File: config.mk
export PLATFORM = sky130hd
export DESIGN_NAME = button_debouncer
export DESIGN_NICKNAME = d
export VERILOG_FILES = /design/src/rtl/button_debouncer.sv
export SDC_FILE = /design/constraint.sdc
export NUM_CORES = 1
export LEC_CHECK = 0
export CAP_MARGIN = 5
export CORE_ASPECT_RATIO = 1.1
export CORE_MARGIN = 2
export CORE_UTILIZATION = 35
export CTS_BUF_LIST = sky130_fd_sc_hd__clkbuf_4 sky130_fd_sc_hd__clkbuf_8
export DETAILED_ROUTE_END_ITERATION = 12
export PLACE_DENSITY = 0.55
export SLEW_MARGIN = 20
export SYNTH_ARGS = -nofsm -noshare
export SYNTH_HDL_FRONTEND = slang
export SYNTH_SLANG_ARGS = --single-unit
File: constraint.sdc
create_clock -name CLK -period 1.7 [get_ports CLK]
set_input_delay 0.17 -clock CLK [delete_from_list [all_inputs] [get_ports CLK]]
set_output_delay 0.17 -clock CLK [all_outputs]
set_load 0.01 [all_outputs]
File: src/rtl/button_debouncer.sv
// Two-channel (up/down) push-button debouncer: 2-flop synchronizer, 4-state qualify FSM, registered level and press pulse.
// Optional auto-repeat of the press pulse is built only when the AUTO_REPEAT_EN macro is defined.
module button_debouncer #(
  parameter int unsigned DEBOUNCE_LIMIT = 250000,
  parameter int unsigned REPEAT_DELAY   = 12500000,
  parameter int unsigned REPEAT_PERIOD  = 2500000
) (
  input  logic CLK,
  input  logic i_Reset,
  input  logic i_Up_Button_Raw,
  input  logic i_Down_Button_Raw,
  output logic o_Up_Level,
  output logic o_Down_Level,
  output logic o_Up_Pulse,
  output logic o_Down_Pulse
);

  localparam int unsigned NUM_CH  = 2;
  localparam int unsigned CH_UP   = 0;
  localparam int unsigned CH_DOWN = 1;
  localparam int unsigned CNT_W   = $clog2(DEBOUNCE_LIMIT + 1);
  localparam logic [CNT_W-1:0] CNT_LAST = CNT_W'(DEBOUNCE_LIMIT - 1);

  // Elaboration-time parameter sanity checks.
  if (DEBOUNCE_LIMIT < 2) begin : g_bad_limit
    $error("button_debouncer: DEBOUNCE_LIMIT must be >= 2");
  end
  if (REPEAT_DELAY < 1 || REPEAT_PERIOD < 1) begin : g_bad_repeat
    $error("button_debouncer: REPEAT_DELAY and REPEAT_PERIOD must be >= 1");
  end

  typedef enum logic [1:0] {
    S_LOW       = 2'd0,
    S_QUAL_HIGH = 2'd1,
    S_HIGH      = 2'd2,
    S_QUAL_LOW  = 2'd3
  } state_e;

  logic [NUM_CH-1:0] raw_c;
  logic [NUM_CH-1:0] level_vec;
  logic [NUM_CH-1:0] pulse_vec;

  assign raw_c = {i_Down_Button_Raw, i_Up_Button_Raw};

  for (genvar ch = 0; ch < NUM_CH; ch++) begin : g_ch
    logic               sync_meta;
    logic               sync_q;
    state_e             state_q;
    state_e             state_d;
    logic [CNT_W-1:0]   cnt_q;
    logic [CNT_W-1:0]   cnt_d;
    logic               level_d;
    logic               rise_c;
    logic               pulse_d;
    logic               level_q;
    logic               pulse_q;

    // Two-flop synchronizer for the asynchronous contact.
    always_ff @(posedge CLK) begin
      if (i_Reset) begin
        sync_meta <= 1'b0;
        sync_q    <= 1'b0;
      end else begin
        sync_meta <= raw_c[ch];
        sync_q    <= sync_meta;
      end
    end

    always_ff @(posedge CLK) begin
      if (i_Reset) begin
        state_q <= S_LOW;
        cnt_q   <= '0;
      end else begin
        state_q <= state_d;
        cnt_q   <= cnt_d;
      end
    end

    // Counter is zero in stable states and restarts whenever a QUAL state is (re)entered.
    always_comb begin
      state_d = state_q;
      cnt_d   = '0;
      unique case (state_q)
        S_LOW: begin
          if (sync_q) state_d = S_QUAL_HIGH;
        end
        S_QUAL_HIGH: begin
          if (!sync_q)                state_d = S_LOW;
          else if (cnt_q == CNT_LAST) state_d = S_HIGH;
          else                        cnt_d   = cnt_q + CNT_W'(1);
        end
        S_HIGH: begin
          if (!sync_q) state_d = S_QUAL_LOW;
        end
        S_QUAL_LOW: begin
          if (sync_q)                 state_d = S_HIGH;
          else if (cnt_q == CNT_LAST) state_d = S_LOW;
          else                        cnt_d   = cnt_q + CNT_W'(1);
        end
        default: begin
          state_d = S_LOW;
        end
      endcase
    end

    assign level_d = (state_d == S_HIGH) || (state_d == S_QUAL_LOW);
    assign rise_c  = level_d & ~level_q;

`ifdef AUTO_REPEAT_EN
    localparam int unsigned RPT_MAX = (REPEAT_DELAY > REPEAT_PERIOD) ? REPEAT_DELAY : REPEAT_PERIOD;
    localparam int unsigned RPT_W   = $clog2(RPT_MAX + 1);

    logic [RPT_W-1:0] rpt_cnt_q;
    logic [RPT_W-1:0] rpt_target_c;
    logic             rpt_first_q;
    logic             rpt_hold_c;
    logic             rpt_hit_c;

    // Cycles since the last emitted pulse; first interval is the delay, later ones the period.
    assign rpt_hold_c   = level_q & level_d;
    assign rpt_target_c = rpt_first_q ? RPT_W'(REPEAT_DELAY) : RPT_W'(REPEAT_PERIOD);
    assign rpt_hit_c    = rpt_hold_c && ((rpt_cnt_q + RPT_W'(1)) == rpt_target_c);

    always_ff @(posedge CLK) begin
      if (i_Reset || !rpt_hold_c) begin
        rpt_cnt_q   <= '0;
        rpt_first_q <= 1'b1;
      end else if (rpt_hit_c) begin
        rpt_cnt_q   <= '0;
        rpt_first_q <= 1'b0;
      end else begin
        rpt_cnt_q   <= rpt_cnt_q + RPT_W'(1);
      end
    end

    assign pulse_d = rise_c | rpt_hit_c;
`else
    assign pulse_d = rise_c;
`endif

    always_ff @(posedge CLK) begin
      if (i_Reset) begin
        level_q <= 1'b0;
        pulse_q <= 1'b0;
      end else begin
        level_q <= level_d;
        pulse_q <= pulse_d;
      end
    end

    assign level_vec[ch] = level_q;
    assign pulse_vec[ch] = pulse_q;
  end

  assign o_Up_Level   = level_vec[CH_UP];
  assign o_Down_Level = level_vec[CH_DOWN];
  assign o_Up_Pulse   = pulse_vec[CH_UP];
  assign o_Down_Pulse = pulse_vec[CH_DOWN];

endmodule

# [Yosys cells after proc, flatten, opt, wreduce, memory -nomap -nowiden]
# Index checks and enable logic that the tools add are counted.
[op_classes] add_sub_neg=2 mul=0 div_mod_pow=0 order_cmp=0 eq_ne=12 shift=0 mux=22 bitwise_logic=4 n_reduce_logical=4
[op_table] cell="$mux 18" n=6
[op_table] cell="$pmux 18 s2" n=2
[op_table] cell="$add 18x1->18 const B" n=2
[op_table] cell="$eq 18x18->1 const B" n=2
[op_table] cell="$mux 2" n=12
[op_table] cell="$eq 2x2->1 const B" n=8
[op_table] cell="$pmux 2 s4" n=2
[op_table] cell="$eq 2x1->1 const B" n=2
[op_table] cell="$logic_not 2->1" n=2
[op_table] cell="$and 1x1->1" n=2
[op_table] cell="$logic_or 1x1->1" n=2
[op_table] cell="$not 1->1" n=2
[totals] reg_bits=48 latch_bits=0 mem_bits_rw=0 mem_bits_ro=0 in_bits=4 out_inout_bits=4 wordCells=56 n_memories=0

# [Depth between registers and ports, before layout]
# Gate-level depths: netlist of run 1.
[logic_depth] word_depth=7 ltp_mapped=7

# [Least setup slack after synthesis of run 1]
# OpenSTA, ideal clock, no wires.
[synth_timing] path_type="flip-flop to flip-flop" startpoint="register g_ch[1].cnt_q[8]" endpoint="register g_ch[1].cnt_q[16]" setup_time_ns=0.115 arrival_time_ns=1.703 required_time_ns=1.585 path_slack_ns=-0.118 stages_incl_launch_ff=7 n_path_buf=2 period_less_slack_ns=1.818 path_cell_list="dfxtp_1 or4_2 nor3_2 a21o_1 buf_4 buf_4 nor2_1"
[synth_via] elab_chain_len=4 word_cells_on_any_way=6 cone_classes="add/sub: 1; eq/ne: 1; mux: 4"
[synth_rtl] element="from (decl)" line="50" source="logic [CNT_W-1:0] cnt_q;"
[synth_rtl] element="from (signal assigned)" line="75" source="cnt_q <= cnt_d;"
[synth_rtl] element="$add 18x1->18 / $eq 18x18->1 (equally long branches)"
[synth_rtl] element="$mux 18 *" line="89, 97"
[synth_rtl] element="$mux 18 (on tied branches)" line="96, 88"
[synth_rtl] element="$pmux 18 s2 *" line="83" source="unique case (state_q)"
# Every way passes the cells marked *; elsewhere a longest branch is shown, timed or not.
# A chain may end at the register's enable or synchronous reset.

# [Final worst setup path of run 1]
[layout_timing] startpoint="register g_ch[1].cnt_q[8]" endpoint="register g_ch[1].cnt_q[17]"
# Same word-level chain as after synthesis.

==> results of run 1 <==
[per-layer routing]
metal / part of all wire / wire (um) / track usage / vias up
li1: - / - / - / 851
met1: 0.48 / 1900 / 0.162 / 757
met2: 0.48 / 1920 / 0.233 / 15
met3: 0.022 / 88 / 0.0355 / 7
met4: 0.018 / 73 / 0.0661 / 0
met5: 0 / 0 / 0 / -
[registers in the layout, summed over array words and instances (netlist names)]
name,flops
o_Up_Level,1
g_ch.cnt_q,36
o_Down_Pulse,1
g_ch.sync_meta,2
o_Up_Pulse,1
o_Down_Level,1
g_ch.sync_q,2
g_ch.state_q,4
[layout by cell type, fill, tap and decap left out, drive strengths merged, types with 2 or more instances in the layout]
| cell type | n |
|---|---|
| a211oi | 2 |
| a21oi | 7 |
| and3 | 3 |
| and4 | 5 |
| buf | 26 |
| clkbuf | 6 |
| clkdlybuf4s50 | 7 |
| dfxtp | 48 |
| ha | 2 |
| inv | 7 |
| nand2 | 8 |
| nand3 | 14 |
| nand4 | 14 |
| nor2 | 39 |
| nor2b | 4 |
| nor3 | 4 |
| nor4 | 9 |
| nor4b | 2 |
| o21ai | 2 |
| o31ai | 2 |
| or4 | 5 |
| xnor2 | 20 |
| xor2 | 11 |
[report_power, final]
part	total (mW)	internal, mW	switching (mW)
Clock	0.678	0.304	0.374
Combinational	0.0221	0.0130	0.00908
Sequential	1.13	1.12	0.00317
Total	1.83	1.44	0.386
[logic make-up (layout without fill, tap and decap cells)]
family                     after synthesis  count (layout)
AOI/OAI and AO/OA                       18              18
xor gates and xnor gates                31              31
adders and majority gates                2               2
buffers and inverters                   12              48
DFF                                     48              48
and+or+nand+nor                        111             111
[timing repair]
| item | in CTS | in global routing |
|---|---|---|
| pin swaps | 0 | 4 |
| gates resized for setup | 3 | 9 |
| hold buffers | 0 | 0 |
| endpoints found under the setup margin | 5 | 23 |
| setup buffers | 0 | 2 |
[how the worst min path moves through the flow]
| stage | cells after the start | to |
|---|---|---|
| after floorplan | 1 | g_ch[0].sync_meta$_SDFF_PP0_ |
| after global placement | 1 | o_Up_Pulse$_SDFF_PP0_ |
| after detailed placement | 1 | o_Up_Pulse$_SDFF_PP0_ |
| after CTS | 2 | g_ch[1].sync_meta$_SDFF_PP0_ |
| after global routing | 1 | o_Up_Pulse$_SDFF_PP0_ |
| final | 2 | g_ch[1].sync_meta$_SDFF_PP0_ |
[cell usage after synthesis, drive strengths merged (2+ instances only)]
cell type / n
dfxtp: 48
nor2: 39
xnor2: 20
nand3: 14
nand4: 14
xor2: 11
nor4: 9
nand2: 8
a21oi: 7
inv: 7
and4: 5
or4: 5
nor2b: 4
nor3: 4
and3: 3
clkbuf: 3
a211oi: 2
buf: 2
ha: 2
nor4b: 2
o21ai: 2
o31ai: 2
[cell type report]
class                           instances  area, um^2  area share
Clock inverter                          2        12.5     0.00485
Clock buffer                            6        76.3      0.0296
Multi-Input combinational cell        162        1110       0.430
Timing Repair Buffer                   33         278       0.108
Inverter                                7        26.3      0.0102
Tap cell                               77        96.3      0.0374
Sequential cell                        48         981       0.381
==> metrics.md, run 1 <==
| Metric | Value |
|---|---|
| Outcome | `finished clean` |
| Final cell count without fillers | `335` |
| Number of port buffers | `7` |
| Total negative slack for setup checks | `0 ns` |
| Post-route cell area | `2580 um^2` |
| Number of nets in the synthesized netlist | `228` |
| Number of enable-type register cells in the synthesized netlist | `0` |
| Data arrival time at the worst-slack endpoint | `1.91 ns` |
| End point of the critical path | `g_ch[1].cnt_q[17]$_SDFF_PP0_` |
| IR drop worst, VDD | `411 uV` |
| Slew Viols, Final | `0` |
| Max-cap violations | `0` |
| Most used flip-flop cell after synthesis | `dfxtp_1` |
| Fraction of synthesized area in multiplexers | `0` |
| Root buffer selected by CTS | `clkbuf_8` |
| Largest net degree at the start of global routing | `19` |
| Initial standard-cell utilization of the core | `0.360` |
| Reg-to-reg setup timing slack | `0.03 ns` |
| Tot GR Track Use | `0.138` |
| Die height | `84.3 um` |
| Horiz. Die Dim | `77.0 um` |
| CTS tree | `done` |
| Layout overhead on the synthesized area | `25.8%` |
| Congestion Overflow GR | `0` |
| Number of placement rows | `29` |
| First DRT Iteration DRCs | `56` |
| Highest cell delay on the worst timing path | `0.50 ns` |
| Number of nets at the end of the flow | `263` |
| Layout cell share with drive strength beyond 1 | `0.240` |
| Startpoint-to-endpoint class of the critical path | `register to register` |
| Clock H-tree levels | `2` |
| Number of register bits inferred by synthesis | `48` |
| Post-Synth Simple-Gate Area | `0.304` |
| Fill cell instance count of the final layout | `564` |
| Detailed-route vias per instance | `4.87` |
| Category of the worst setup path capture point | `register` |
| Number of cell instances on the worst register-to-register path | `4` |
| Power consumption | `1.83 mW` |
| Worst hold slack | `0.414 ns` |
| Final GP Congestion | `0.794` |
| Yosys cell types | `39` |
| Critical Path Start Type | `register` |
| Cell with the most instances on the worst path | `or4_4` |
| Beginning of the worst hold path | `i_Down_Button_Raw` |
| Worst-margin pin slew | `0.342 ns` |
| Cell-by-cell trace of the critical path | `nand4_4 > or4_4 > or4_4 > a21oi_2` |
| Async set-reset flop share out of synthesis | `0` |
| Worst-case setup margin in the final layout | `0.0306 ns` |
| Summed instance area of the synthesized netlist | `2050 um^2` |
| Worst path buffer plus inverter count | `0` |
| Power Dens Cells | `709 nW/um^2` |
| Required time at the worst-slack endpoint | `1.94 ns` |
| Leakage Power | `0.824 nW` |
| Area of placed instances | `2420 um^2` |
| Count of placed standard cells including taps | `325` |
| Post-route ant nets | `0` |
| Antenna violations before repair | `0` |
| RSZ-0062 raised after global routing | `yes` |
| Via count of the routed design | `1630` |
| Ant diodes | `0` |
| Kind of cell with the highest combined delay on the critical path | `simple AND/OR/NAND/NOR gates` |
| HPWL after detailed placement | `2830 um` |
| Top cell type by total area after synthesis | `dfxtp_1` |
| Post-route clock period utilization | `0.982` |
| Sequential area share after synthesis | `0.469` |
| Number of global-route vias before repair | `1637` |
| Die Area | `6480 um^2` |
| Yosys synthesis warning count | `0` |
| Terminus of the critical flop-to-flop path | `g_ch[1].cnt_q[17]$_SDFF_PP0_` |
| Maximum count of clock buffers along a single path | `2` |
| Dpl ws | `-0.00374 ns` |
| Pre-Repair DR Iteration Count | `4` |
| Final wirelength | `3980 um` |
| Xor-xnor portion of the synthesized cell area | `0.132` |
| Utilization after layout | `0.452` |
| Num CTS Buffers | `5` |
| Ports | `8` |
| DRC violation count after routing | `0` |
| Total stage count of the critical path | `4` |
| Origin of the worst setup path | `g_ch[1].cnt_q[8]$_SDFF_PP0_` |
| Worst min-delay path class | `primary input to register` |
| Core area | `5700 um^2` |
| Synthesized instance count | `222` |
| Cell with the biggest individual delay on the critical path | `or4_4` |
| Sink count of the clock tree | `48` |
| Routed length per instance | `11.9 um` |
| Area share of fa/ha/maj cells after synthesis | `0.0122` |
| Post-synthesis compound-gate area fraction | `0.0568` |
| Hold Violations, Final | `0` |
| Worst-case clock skew | `0.0121 ns` |
| Global-route wire length before repair | `7240 um` |
| Combinational family with the most area after synthesis | `simple AND/OR/NAND/NOR gates` |
| Largest fanout on the critical path | `5` |
| Latest clock arrival within the worst-skew pair | `0.30 ns` |
| Post-synth top area share | `0.469` |
| Worst slew margin relative to its limit | `0.770` |
| Min cycle time layout | `1.67 ns` |
| Mean instance size in the synthesized netlist | `9.23 um^2` |
| Top cells by area, synth | `dfxtp_1 (47%), xnor2_1 (8.5%), nor2_1 (7.1%), xor2_1 (4.7%), nand4_1 (3.7%)` |
| Clock-pin slew on the worst setup and hold paths | `0.09 ns` |
| Max Clk Rate | `0.599 GHz` |
| Final count of negative-setup-slack endpoints | `0` |
| Worst r2r src | `g_ch[1].cnt_q[8]$_SDFF_PP0_` |
(Power assumes the default switching activity.)
==> run 2: changes to the inputs <==
ABC_AREA = 1   (was unset)
CELL_PAD_IN_SITES_DETAIL_PLACEMENT = 1   (was unset)
CELL_PAD_IN_SITES_GLOBAL_PLACEMENT = 2   (was unset)
CORE_UTILIZATION = 34   (was 35)
PLACE_DENSITY = 0.8   (was 0.55)
==> metrics.md, run 2 <==
| Metric | Value |
|---|---|
| Outcome | `finished clean (unchanged)` |
| Global-route wire length before repair | `8320 um (was 7240 um)` |
| Power Dens Cells | `839 nW/um^2 (was 709 nW/um^2)` |
| Number of enable-type register cells in the synthesized netlist | `0 (unchanged)` |
| Utilization after layout | `0.393 (was 0.452)` |
| Largest registers in the final layout | `g_ch.cnt_q: 36 flops, g_ch.state_q: 4 flops (unchanged)` |
| Final count of negative-setup-slack endpoints | `0 (unchanged)` |
| Max Clk Rate | `0.671 GHz (was 0.599 GHz)` |
| Top cell type by total area after synthesis | `dfxtp_1 (unchanged)` |
| Ports | `8 (unchanged)` |
| Latest clock arrival within the worst-skew pair | `0.30 ns (about the same)` |
| Number of flip-flops under the largest register name | `36 (unchanged)` |
| Number of port buffers | `7 (unchanged)` |
| Die Area | `7330 um^2 (was 6480 um^2)` |
| Largest fanout on the critical path | `17 (was 5)` |
| Worst-case setup margin in the final layout | `0.210 ns (was 0.0306 ns)` |
| Slew Viols, Final | `0 (unchanged)` |
| Startpoint-to-endpoint class of the critical path | `register to register (unchanged)` |
| Detailed-route vias per instance | `4.62 (was 4.87)` |
| Number of nets in the synthesized netlist | `305 (was 228)` |
| Yosys synthesis warning count | `0 (unchanged)` |
| Cell-by-cell trace of the critical path | `ha_1 > nand3_2 > inv_2 > nand3b_1 > nand2_2 > nor2_1 (was nand4_4 > or4_4 > or4_4 > a21oi_2)` |
| Most frequent cells in the layout | `nor2_1 (69), dfxtp_1 (48), nand2_1 (45) (was nor2_1 (39), dfxtp_1 (38), buf_4 (25))` |
| Post-synth top area share | `0.424 (was 0.469)` |
| Number of placement rows | `31 (was 29)` |
| CTS tree | `done (unchanged)` |
| Power Internal | `1.73 mW (was 1.44 mW)` |
| Top cells by area, synth | `dfxtp_1 (42%), nor2_1 (11%), nand2_1 (7.5%), inv_1 (6.8%), xor2_1 (5.4%) (was dfxtp_1 (47%), xnor2_1 (8.5%), nor2_1 (7.1%), xor2_1 (4.7%), nand4_1 (3.7%))` |
| Data arrival time at the worst-slack endpoint | `1.68 ns (was 1.91 ns)` |
| Num CTS Buffers | `5 (unchanged)` |
| Largest net degree at the start of global routing | `18 (was 19)` |
| Worst-case clock skew | `0.00761 ns (was 0.0121 ns)` |
| Power share of the sequential group | `0.527 (was 0.617)` |
| Final GP Congestion | `0.722 (was 0.794)` |
| Combinational group share of total power | `0.011 (was 0.012)` |
| Async set-reset flop share out of synthesis | `0 (unchanged)` |
| Total negative slack for setup checks | `0 ns (unchanged)` |
| Number of register bits inferred by synthesis | `48 (unchanged)` |
| Worst slew margin relative to its limit | `0.772 (was 0.770)` |
| HPWL after detailed placement | `3740 um (was 2830 um)` |
| IR drop worst, VDD | `314 uV (was 411 uV)` |
| Max-cap violations | `0 (unchanged)` |
| Worst-margin pin slew | `0.341 ns (was 0.342 ns)` |
| RSZ-0062 raised after global routing | `no (was yes)` |
| Resized Gates After CTS | `0 (was 3)` |
| Ant diodes | `0 (unchanged)` |
| Clock-pin slew on the worst setup and hold paths | `0.09 ns (about the same)` |
| Layout overhead on the synthesized area | `13.0% (was 25.8%)` |
| Summed instance area of the synthesized netlist | `2260 um^2 (was 2050 um^2)` |
| Layout cell share with drive strength beyond 1 | `0.112 (was 0.240)` |
| Post-route clock period utilization | `0.876 (was 0.982)` |
| Post-CTS Setup Repair Bufs | `0 (unchanged)` |
| Die height | `89.6 um (was 84.3 um)` |
| Clock H-tree levels | `2 (unchanged)` |
| Congestion Overflow GR | `0 (unchanged)` |
| Area of placed instances | `2420 um^2 (about the same)` |
| Most common cell in the netlist | `nor2_1 (was dfxtp_1)` |
| Maximum count of clock buffers along a single path | `2 (unchanged)` |
| Worst min-delay path class | `primary input to register (unchanged)` |
| Highest cell delay on the worst timing path | `0.38 ns (was 0.50 ns)` |
| Worst hold slack | `0.378 ns (was 0.414 ns)` |
| Leakage Power | `0.975 nW (was 0.824 nW)` |
| Cell with the biggest individual delay on the critical path | `dfxtp_1 (was or4_4)` |
| Switching component of the power | `416 uW (was 386 uW)` |
| Final cell count without fillers | `395 (was 335)` |
| Reg with most FFs | `g_ch.cnt_q (unchanged)` |
| Sequential area share after synthesis | `0.424 (was 0.469)` |
| Leading cell types by count after synthesis | `nor2_1 (69), dfxtp_1 (48), nand2_1 (45), inv_1 (41), nand3_1 (19) (was dfxtp_1 (48), nor2_1 (39), xnor2_1 (20), nand3_1 (14), nand4_1 (12))` |
| Horiz. Die Dim | `81.8 um (was 77.0 um)` |
| Initial standard-cell utilization of the core | `0.348 (was 0.360)` |
| Most used flip-flop cell after synthesis | `dfxtp_1 (unchanged)` |
| Core area | `6520 um^2 (was 5700 um^2)` |
| Critical Path Start Type | `register (unchanged)` |
| Number of global-route vias before repair | `1849 (was 1637)` |
| Min cycle time layout | `1.49 ns (was 1.67 ns)` |
| Synthesized instance count | `299 (was 222)` |
| Number of nets at the end of the flow | `318 (was 263)` |
| Power consumption | `2.15 mW (was 1.83 mW)` |
| Via count of the routed design | `1823 (was 1630)` |
| Antenna violations before repair | `0 (unchanged)` |
| Required time at the worst-slack endpoint | `1.89 ns (was 1.94 ns)` |
| Sink count of the clock tree | `48 (unchanged)` |
| Number of hold buffers added after CTS | `0 (unchanged)` |
| Switching share of total power | `0.193 (was 0.211)` |
| Post-route cell area | `2560 um^2 (was 2580 um^2)` |
| Count of placed standard cells including taps | `387 (was 325)` |
| Yosys cell types | `29 (was 39)` |
| Pre-Repair DR Iteration Count | `4 (unchanged)` |
| Share of total power in the clock network | `0.462 (was 0.371)` |
| Tot GR Track Use | `0.150 (was 0.138)` |
| Routed length per instance | `12.1 um (was 11.9 um)` |
| Dpl ws | `0.152 ns (was -0.00374 ns)` |
| Category of the worst setup path capture point | `register (unchanged)` |
| First DRT Iteration DRCs | `34 (was 56)` |
| Hold Violations, Final | `0 (unchanged)` |
| Root buffer selected by CTS | `clkbuf_8 (unchanged)` |
| DRC violation count after routing | `0 (unchanged)` |
| Fill cell instance count of the final layout | `828 (was 564)` |
| Most common library cell in the layout ignoring fill and taps | `nor2_1 (unchanged)` |
| Final wirelength | `4760 um (was 3980 um)` |
| Post-route ant nets | `0 (unchanged)` |
| Mean instance size in the synthesized netlist | `7.57 um^2 (was 9.23 um^2)` |
==> run 2: cell types whose count changed after synthesis, sizes merged, moves of 6 or more <==
cell | previous run | this run
nand4 | 14 | 8
nand3 | 14 | 23
nor4 | 9 | 0
nor2 | 39 | 78
xnor2 | 20 | 4
nand2 | 8 | 51
inv | 7 | 42
nor3 | 4 | 11
==> run 2: cell type report <==
cell class                 instances  area, um^2  area share
sequential                        48         961       0.375
timing repair buffer               8        77.6      0.0303
inverter                          43         161      0.0630
multi-input combinational        206        1120       0.437
clock inverter                     3        68.8      0.0269
tap                               82         103      0.0401
clock buffer                       5        68.8      0.0269
==> run 2: logic make-up (layout without fill, tap and decap cells) <==
kind of cell             Yosys count  in the layout  share of synthesized area
AO/OA/AOI/OAI                      8              8                     0.0199
XOR/XNOR                          18             18                     0.0696
adder cells (fa/ha/maj)            2              2                     0.0110
buffers and inverters             45             59                     0.0812
flip-flops                        48             48                      0.424
AND/OR/NAND/NOR                  178            178                      0.394
==> run 2: path summary, 6_finish.rpt <==
check / endpoint / depth (start not counted) / slack, ns / start
setup / recovery: g_ch[1].cnt_q[17]$_SDFF_PP0_ / 6 / 0.21 / g_ch[1].cnt_q[0]$_SDFF_PP0_
hold / removal: g_ch[0].sync_meta$_SDFF_PP0_ / 3 / 0.38 / i_Up_Button_Raw
setup reg to reg: g_ch[1].cnt_q[17]$_SDFF_PP0_ / 6 / 0.21 / g_ch[1].cnt_q[0]$_SDFF_PP0_
hold reg to reg: g_ch[0].sync_q$_SDFF_PP0_ / 2 / 0.41 / g_ch[0].sync_meta$_SDFF_PP0_
==> run 2: critical path, delay by kind of cell (launching register included) <==
kind                     cells  cell delay (ns)
AND/OR/NAND/NOR              4             0.68
flip-flops                   1             0.38
adder cells (fa/ha/maj)      1             0.22
buffers and inverters        1             0.09
==> run 2: power by group through the flow <==
stage / clock network (mW) / logic [mW] / registers [mW]
after floorplan: 0 / 0.0104 / 1.16
after global placement: 0 / 0.0233 / 1.16
after detailed placement: 0 / 0.0240 / 1.16
after CTS: 1.04 / 0.0241 / 1.13
after global routing: 1.07 / 0.0268 / 1.13
final: 0.993 / 0.0235 / 1.13
==> run 2: metal layers <==
layer,GRT usage,part of all wire,up-vias
met5,0,0,-
met4,0.0591,0.015,0
met3,0.0330,0.019,4
met2,0.263,0.51,10
met1,0.177,0.46,857
li1,-,-,952
==> run 3: changes to the inputs <==
ABC_CLOCK_PERIOD_IN_PS = 1700   (was unset)
==> results of run 3 <==
Final layout, timing and power as in run 2 (identical DEF).
